===== src/rtl/nes_pkg.sv =====
// Shared types and constants for the NES/6502 fetch front end.
//   BYTE          - data width of instruction memory
//   ADDR_W        - program counter / address width
//   RESET_PC      - PC loaded on reset
//   ibyte_state_t - control states of the byte source
//   ibyte_entry_t - one prefetched byte plus the address it came from
package nes_pkg;
  localparam int BYTE   = 8;
  localparam int ADDR_W = 16;
  localparam logic [ADDR_W-1:0] RESET_PC = 16'h8000;

  typedef enum logic [1:0] {S_INIT, S_RUN, S_FLUSH} ibyte_state_t;

  typedef struct packed {
    logic [BYTE-1:0]   data;
    logic [ADDR_W-1:0] pc;
  } ibyte_entry_t;
endpackage


===== src/rtl/ibyte_fifo.sv =====
// Prefetch FIFO of {byte, pc} entries.
//   clk_i, rstn_i : clock, synchronous active-low reset
//   push, din     : write din at the tail
//   pop           : drop the head entry (caller only pops when count != 0)
//   flush         : empty the FIFO; wins over push and pop
//   count         : number of valid entries (0..DEPTH)
//   head          : oldest entry, all-zero when empty
module ibyte_fifo
  import nes_pkg::*;
#(
  parameter  int DEPTH = 4,
  localparam int PW    = $clog2(DEPTH),
  localparam int CW    = PW + 1
) (
  input  logic         clk_i,
  input  logic         rstn_i,
  input  logic         push,
  input  logic         pop,
  input  logic         flush,
  input  ibyte_entry_t din,
  output logic [CW-1:0] count,
  output ibyte_entry_t head
);
  ibyte_entry_t      mem [DEPTH];
  logic [PW-1:0]     rd_ptr, wr_ptr;

  // Pointers wrap naturally because DEPTH is a power of two.
  always_ff @(posedge clk_i) begin
    if (!rstn_i || flush) begin
      rd_ptr <= '0;
      wr_ptr <= '0;
      count  <= '0;
    end else begin
      if (push) wr_ptr <= wr_ptr + 1'b1;
      if (pop)  rd_ptr <= rd_ptr + 1'b1;
      count <= count + CW'(push) - CW'(pop);
    end
  end

  // Storage needs no reset; validity is tracked by count.
  always_ff @(posedge clk_i) begin
    if (rstn_i && !flush && push) mem[wr_ptr] <= din;
  end

  assign head = (count != '0) ? mem[rd_ptr] : '0;
endmodule


===== src/rtl/ibyte_source.sv =====
// Instruction-byte producer: walks the PC, reads a 1-cycle-latency
// instruction memory and streams {byte, pc} in program order over
// valid/ready. A redirect flushes every speculative byte.
//   clk_i, rstn_i         : clock, synchronous active-low reset
//   redirect_i            : single-cycle pulse, load redirect_pc_i and flush
//   redirect_pc_i         : new PC
//   mem_req_o, mem_addr_o : read request / address to instruction memory
//   mem_rdata_i           : read data, one cycle after the request
//   byte_o, byte_pc_o     : head-of-stream byte and its address
//   byte_valid_o          : head is valid
//   byte_ready_i          : consumer takes the head this cycle
module ibyte_source #(
  parameter int                ADDR_W     = nes_pkg::ADDR_W,
  parameter int                FIFO_DEPTH = 4,
  parameter logic [ADDR_W-1:0] RESET_PC   = nes_pkg::RESET_PC
) (
  input  logic                     clk_i,
  input  logic                     rstn_i,
  input  logic                     redirect_i,
  input  logic [ADDR_W-1:0]        redirect_pc_i,
  output logic                     mem_req_o,
  output logic [ADDR_W-1:0]        mem_addr_o,
  input  logic [nes_pkg::BYTE-1:0] mem_rdata_i,
  output logic [nes_pkg::BYTE-1:0] byte_o,
  output logic [ADDR_W-1:0]        byte_pc_o,
  output logic                     byte_valid_o,
  input  logic                     byte_ready_i
);
  import nes_pkg::*;

  localparam int CW = $clog2(FIFO_DEPTH) + 1;

  ibyte_state_t      state, state_next;
  logic [ADDR_W-1:0] fetch_pc, req_pc;
  logic              inflight;
  logic [CW-1:0]     count;
  logic              room, push, pop;
  ibyte_entry_t      din, head;

  // Space is reserved for the read in flight, so a push never lands on a full FIFO.
  assign room = (count + CW'(inflight)) < CW'(FIFO_DEPTH);

  always_comb begin
    state_next = state;
    mem_req_o  = 1'b0;
    unique case (state)
      S_INIT:  state_next = S_RUN;
      S_RUN:   mem_req_o  = room;
      S_FLUSH: state_next = S_RUN;
      default: state_next = S_INIT;
    endcase
    // Redirect overrides everything in its cycle.
    if (redirect_i) begin
      state_next = S_FLUSH;
      mem_req_o  = 1'b0;
    end
  end

  always_ff @(posedge clk_i) begin
    if (!rstn_i) begin
      state    <= S_INIT;
      fetch_pc <= RESET_PC;
      req_pc   <= '0;
      inflight <= 1'b0;
    end else begin
      state <= state_next;
      // mem_req_o is forced low on redirect, so this also kills nothing
      // further: the response returning during the redirect cycle is
      // blocked from the FIFO by the push gate below.
      inflight <= mem_req_o;
      req_pc   <= fetch_pc;
      if (redirect_i)     fetch_pc <= redirect_pc_i;
      else if (mem_req_o) fetch_pc <= fetch_pc + 1'b1;
    end
  end

  assign mem_addr_o   = fetch_pc;
  assign push         = inflight && !redirect_i;
  assign byte_valid_o = (count != '0) && !redirect_i;
  assign pop          = byte_valid_o && byte_ready_i;
  assign din          = '{data: mem_rdata_i, pc: req_pc};

  ibyte_fifo #(.DEPTH(FIFO_DEPTH)) u_fifo (
    .clk_i  (clk_i),
    .rstn_i (rstn_i),
    .push   (push),
    .pop    (pop),
    .flush  (redirect_i),
    .din    (din),
    .count  (count),
    .head   (head)
  );

  assign byte_o    = head.data;
  assign byte_pc_o = head.pc;
endmodule


===== config.mk =====
export PLATFORM = sky130hd
export DESIGN_NAME = ibyte_source
export DESIGN_NICKNAME = d
export VERILOG_FILES = /design/src/rtl/nes_pkg.sv /design/src/rtl/ibyte_fifo.sv /design/src/rtl/ibyte_source.sv
export SDC_FILE = /design/constraint.sdc
export NUM_CORES = 1
export LEC_CHECK = 0
export BUFFER_PORTS_ARGS = -buffer_cell sky130_fd_sc_hd__buf_2
export CAP_MARGIN = 10
export CORE_MARGIN = 1.5
export CORE_UTILIZATION = 60
export DETAILED_ROUTE_END_ITERATION = 7
export GPL_ROUTABILITY_DRIVEN = 0
export PLACE_DENSITY_LB_ADDON = 0.12
export SYNTH_ARGS = -nofsm -noshare
export SYNTH_HDL_FRONTEND = slang
export SYNTH_HIERARCHICAL = 1
export SYNTH_SLANG_ARGS = --single-unit

===== constraint.sdc =====
create_clock -name clk_i -period 6.66 [get_ports clk_i]
set_input_delay 1.998 -clock clk_i [delete_from_list [all_inputs] [get_ports clk_i]]
set_output_delay 1.998 -clock clk_i [all_outputs]
set_load 0.01 [all_outputs]

# Word-level counts from Yosys, hierarchy flattened
# Memories as Yosys holds them, arrays and structs flattened. A register that Yosys moved wholly into a read port is not among the register bits.
# Index checks and enable logic that the tools add are counted.
word_totals:
  mem_count: 1
  in_bits: 28
  reg_bits: 42
  ram_bits: 96
memory_table:
  columns: ["name", "depth", "width", "read_ports", "rd_clocked_by_memory_dff", "wr", "line_no", "rtl"]
  rows:
  - ["u_fifo.mem", 4, 24, 1, 1, 1, "ibyte_fifo.sv:24", "ibyte_entry_t mem [DEPTH];"]
op_classes:
  n_bitwise: 1
  n_lt_le_gt_ge: 1
  addsub: 6
  reduce_logical: 13
  eq_ne: 3
  muxes: 11
ops:
  columns: ["operator", "count"]
  rows:
  - ["$mux W16", 2]
  - ["$mux W24", 1]
  - ["$add A16 B1 Y16 const B", 1]
  - ["$add A3 B1 Y3", 2]
  - ["$mux W2", 3]
  - ["$logic_and A1 B1 Y1", 5]
  - ["$add A2 B1 Y2 const B", 2]
  - ["$mux W1", 4]
  - ["$pmux W2 S2", 1]
  - ["$reduce_or A2 Y1", 2]
  - ["$lt A3 B3 Y1 const B", 1]
  - ["$reduce_bool A3 Y1", 1]
  - ["$sub A3 B1 Y3", 1]
  - ["$eq A2 B1 Y1 const B", 1]
  - ["$eq A2 B2 Y1 const B", 1]
  - ["$logic_not A1 Y1", 2]
  - ["$logic_not A2 Y1", 1]
  - ["$ne A2 B2 Y1 const B", 1]
  - ["$reduce_bool A2 Y1", 1]
  - ["$logic_or A1 B1 Y1", 1]
  - ["$not A1 Y1", 1]

# Longest topological paths before layout
depth:
  depth_word: 6
  depth_mapped: 9
  depth_no_buf: 9

# By module
# The synthesis kept the hierarchy.
modules_own_cells:
  columns: ["module", "n_inst", "cells_each", "area_per_inst_um2", "seq_area_each_um2"]
  rows:
  - ["ibyte_fifo", 1, 195, 4107.7, 3062.9]
  - ["ibyte_source", 1, 159, 1445.1, 700.7]

# Worst setup path after synthesis
# Ideal clock, no wire load.
synth_timing:
  path_type: "input port to output port"
  from: "input redirect_i"
  to: "output byte_valid_o"
  arrival_time_ns: 2.385
  required_time_ns: 4.662
  path_slack_ns: 2.277
  path_stages: 2
  path_cell_list: "clkbuf_1 -> nor2_1"
synth_via:
  elab_chain_len: 2
synth_rtl:
  columns: ["item", "line_no", "rtl"]
  rows:
  - ["from (decl)", "ibyte_source.sv:19", "input logic redirect_i,"]
  - ["$logic_not A1 Y1", "ibyte_source.sv:79", "assign byte_valid_o = (count != '0) && !redirect_i;"]
  - ["$logic_and A1 B1 Y1", "ibyte_source.sv:79", null]
  - ["to (decl)", "ibyte_source.sv:26", "output logic byte_valid_o,"]
# Every way passes these cells.

# Final worst setup path
# Ends and elaborated chain as after synthesis.

==> run_results.csv <==
group,metric,value,unit
clock_network,tritoncts,"yes",
clock_network,cts.htree.levels,4,
die,die_height,99.2,um
placement,hpwlAfterDp,6.04,mm
final_layout,area_delta_synth_final,18.6,%
synth,yosys.area.top_type_share,51.9,%
sta,fin_skew,9.75,ps
detailed_routing,drc,0,
synth,synth_most_common_cell,"edfxtp_1",
die,start_util,62.8,%
synth,async_flop_share,0,%
clock_network,cts_setup_buffers,0,
placement,port_buffers,69,
critical_path,worst_path_most_repeated_cell,"buf_2",
final_layout,drive_above_1_share,28.7,%
critical_path,worst_setup_path_end_kind,"primary output",
critical_path,crit_path_start_kind,"input pin",
global_routing,grt_max_degree,36,
critical_path,crit_buf_inv,2,
final_layout,fill_cells,571,
clock_network,cts_sinks,140,
die,boundaryPins,70,
sta,worst_slack,2220,ps
critical_path,crit_path_top_delay_cell,"buf_2",
synth,synth_nets,390,
clock_network,clock_latency,510,ps
detailed_routing,wirelength,10.2,mm
synth,syn_area,0.00555,mm2
sta,fin_crit_sh,66.6,%
sta,tightestPinTransition,850,ps
global_routing,grt_overflow_total,0,
sta,hold_viol_final,0,
critical_path,critical_path.max_stage_delay,160,ps
clock_network,cts_max_path_buffers,2,
sta,period_needed,4440,ps
job,cap_violations,0,
detailed_routing,drtIter0Drc,168,
clock_network,cts_resized,0,
sta,rsz0062_at_grt,"false",
power,p_leak,0.00243,uW
detailed_routing,num_vias,3215,
detailed_routing,avgViaCountPerCell,5.80,
detailed_routing,met2WireLength,5.23,mm
clock_network,cts_inserted_buffers,17,
status,status,"completed",
die,die_w,99.2,um
power,cellPowerDensity,297,mW/mm2
sta,relSlewSlack,43.3,%
sta,setup_violations,0,
clock_network,clkTransAtPathRegs,60,ps
clock_network,hold_buffers,0,
detailed_routing,wire_per_inst,18.3,um
die,row_count,34,
critical_path,cp_max_fo,13,
placement,post_dp_cell_area,0.00598,mm2
critical_path,path_cells,"buf_2 > nor2_1 > buf_2",
synth,synth_cell_types,41,
final_layout,final_nets,469,
critical_path,crit_family,"buffers and inverters",
detailed_routing,routedLengthMet1,4.32,mm
synth,yosys-top-cells-count,"edfxtp_1 (96), and2_1 (44), dfxtp_1 (44)",
clock_network,cts_root_buffer,"clkbuf_8",
critical_path,required,4660,ps
detailed_routing,highest_layer,"met4",
die,die_area,0.00984,mm2
global_routing,grt_first_pass_wirelength,16.3,mm
synth,synth_top_area_cell,"edfxtp_1",
global_routing,antenna_found_initial,0,
sta,finalMaxSlewViolations,0,
synth,ys_top_cells_by_area,"edfxtp_1 (52%), dfxtp_1 (16%), mux4_2 (8.1%), and2_1 (5.0%), mux4_1 (1.9%)",
synth,ys_seq_area_share,67.8,%
global_routing,first_global_vias,3203,
final_layout,n_antenna_cell,0,
placement,dp_slack,2220,ps
die,core,0.00885,mm2
synth,avgSynthCellArea,15.7,um2
critical_path,crit_type,"input pin to primary output",
sta,hold_ws,437,ps
final_layout,finalInstanceArea,0.00659,mm2
sta,finalSetupTns,0,ps
detailed_routing,ant_nets,0,
final_layout,fin_util,74.4,%
critical_path,cp.arrival,2440,ps
detailed_routing,wl_met3,508,um
global_routing,grt_usage,22.3,%
synth,synthCells,354,
power,ir_worst_vdd,231,uV
synth,synth-seq-cells,140,
worst_hold_path,hold_path_class,"register to register",
sta,max_freq,225,MHz
synth,synth_edf_count,96,
synth,synth_ff_type,"edfxtp_1",
detailed_routing,drt_pass1_iterations,4,
synth,yosysWarnings,6,
## area by class of cell
type	instances	area, um2	share of cell area, %
multi-input cells	189	1650	25.1
repair buffers	74	383	5.81
clock inverters	12	173	2.62
inverters	11	41.3	0.627
clock buffers	20	435	6.61
well taps	108	135	2.05
flip-flops and latches	140	3760	57.2
## path summary, 6_finish.rpt
| kind | start | to | slack [ps] | cells after the start |
|---|---|---|---|---|
| setup reg to reg | inflight | u_fifo/count[2] | 4520 | 8 |
| hold / removal | state[1] | state[0] | 440 | 1 |
| setup / recovery | redirect_i | byte_valid_o | 2220 | 3 |
| hold reg to reg | state[1] | state[0] | 440 | 1 |
## where the power goes
part	total, uW	switching (uW)	internal, uW
Combinational	51.1	28.0	23.1
Sequential	958	17.0	941
Clock	950	334	616
## placed cells by master, fill, tap and decap left out, types with 2 or more instances in the layout
master / Yosys / layout
a2111o_1: 2 / 2
a21oi_1: 5 / 5
a31oi_1: 10 / 10
and2_1: 44 / 44
and3_1: 5 / 5
and4_1: 3 / 3
buf_2: 2 / 69
buf_4: 0 / 5
bufinv_16: 0 / 4
clkbuf_1: 9 / 2
clkbuf_16: 0 / 16
clkbuf_8: 0 / 2
clkinv_2: 0 / 4
clkinv_4: 0 / 2
clkinvlp_4: 0 / 2
dfxtp_1: 44 / 43
edfxtp_1: 96 / 96
ha_1: 7 / 7
inv_1: 11 / 11
mux4_1: 4 / 4
mux4_2: 20 / 20
nand2_1: 10 / 10
nand2b_1: 6 / 6
nand3_1: 3 / 3
nand4_1: 4 / 4
nor2_1: 9 / 9
nor2b_1: 3 / 3
o211a_1: 2 / 2
o21ai_0: 20 / 20
o31ai_1: 2 / 2
or3_1: 8 / 8
or4_1: 3 / 3
xnor2_1: 6 / 6
## cells by family after synthesis
kind of cell | count (synthesis) | share of synthesized area [%]
AOI/OAI and AO/OA | 48 | 5.50
adders and majority gates | 8 | 1.94
buffers and inverters | 25 | 2.46
xor gates and xnor gates | 7 | 1.37
and+or+nand+nor | 101 | 10.8
DFF | 140 | 67.8
muxes | 25 | 10.2
## state kept, by name (all words and copies together) (netlist names), named ones only
signal / cells
u_fifo/wr_ptr: 2
mem_addr_o: 16
u_fifo/count: 3
state: 2
u_fifo/mem: 96
u_fifo/rd_ptr: 2
req_pc: 16
inflight: 1
## through the flow
step	cells	total power (uW)
CTS	554	1970
global route	554	2020
floorplan	354	999
global placement	522	1020
detailed placement	522	1030
finish	554	1960
## layer usage
layer  vias up  global-route usage [%]
met5         -                       0
met4         0                    8.13
met3         8                    5.83
met2       116                    37.4
met1      1572                    28.2
li1       1519                       -
Note: power is estimated with default switching activity, not from simulation.
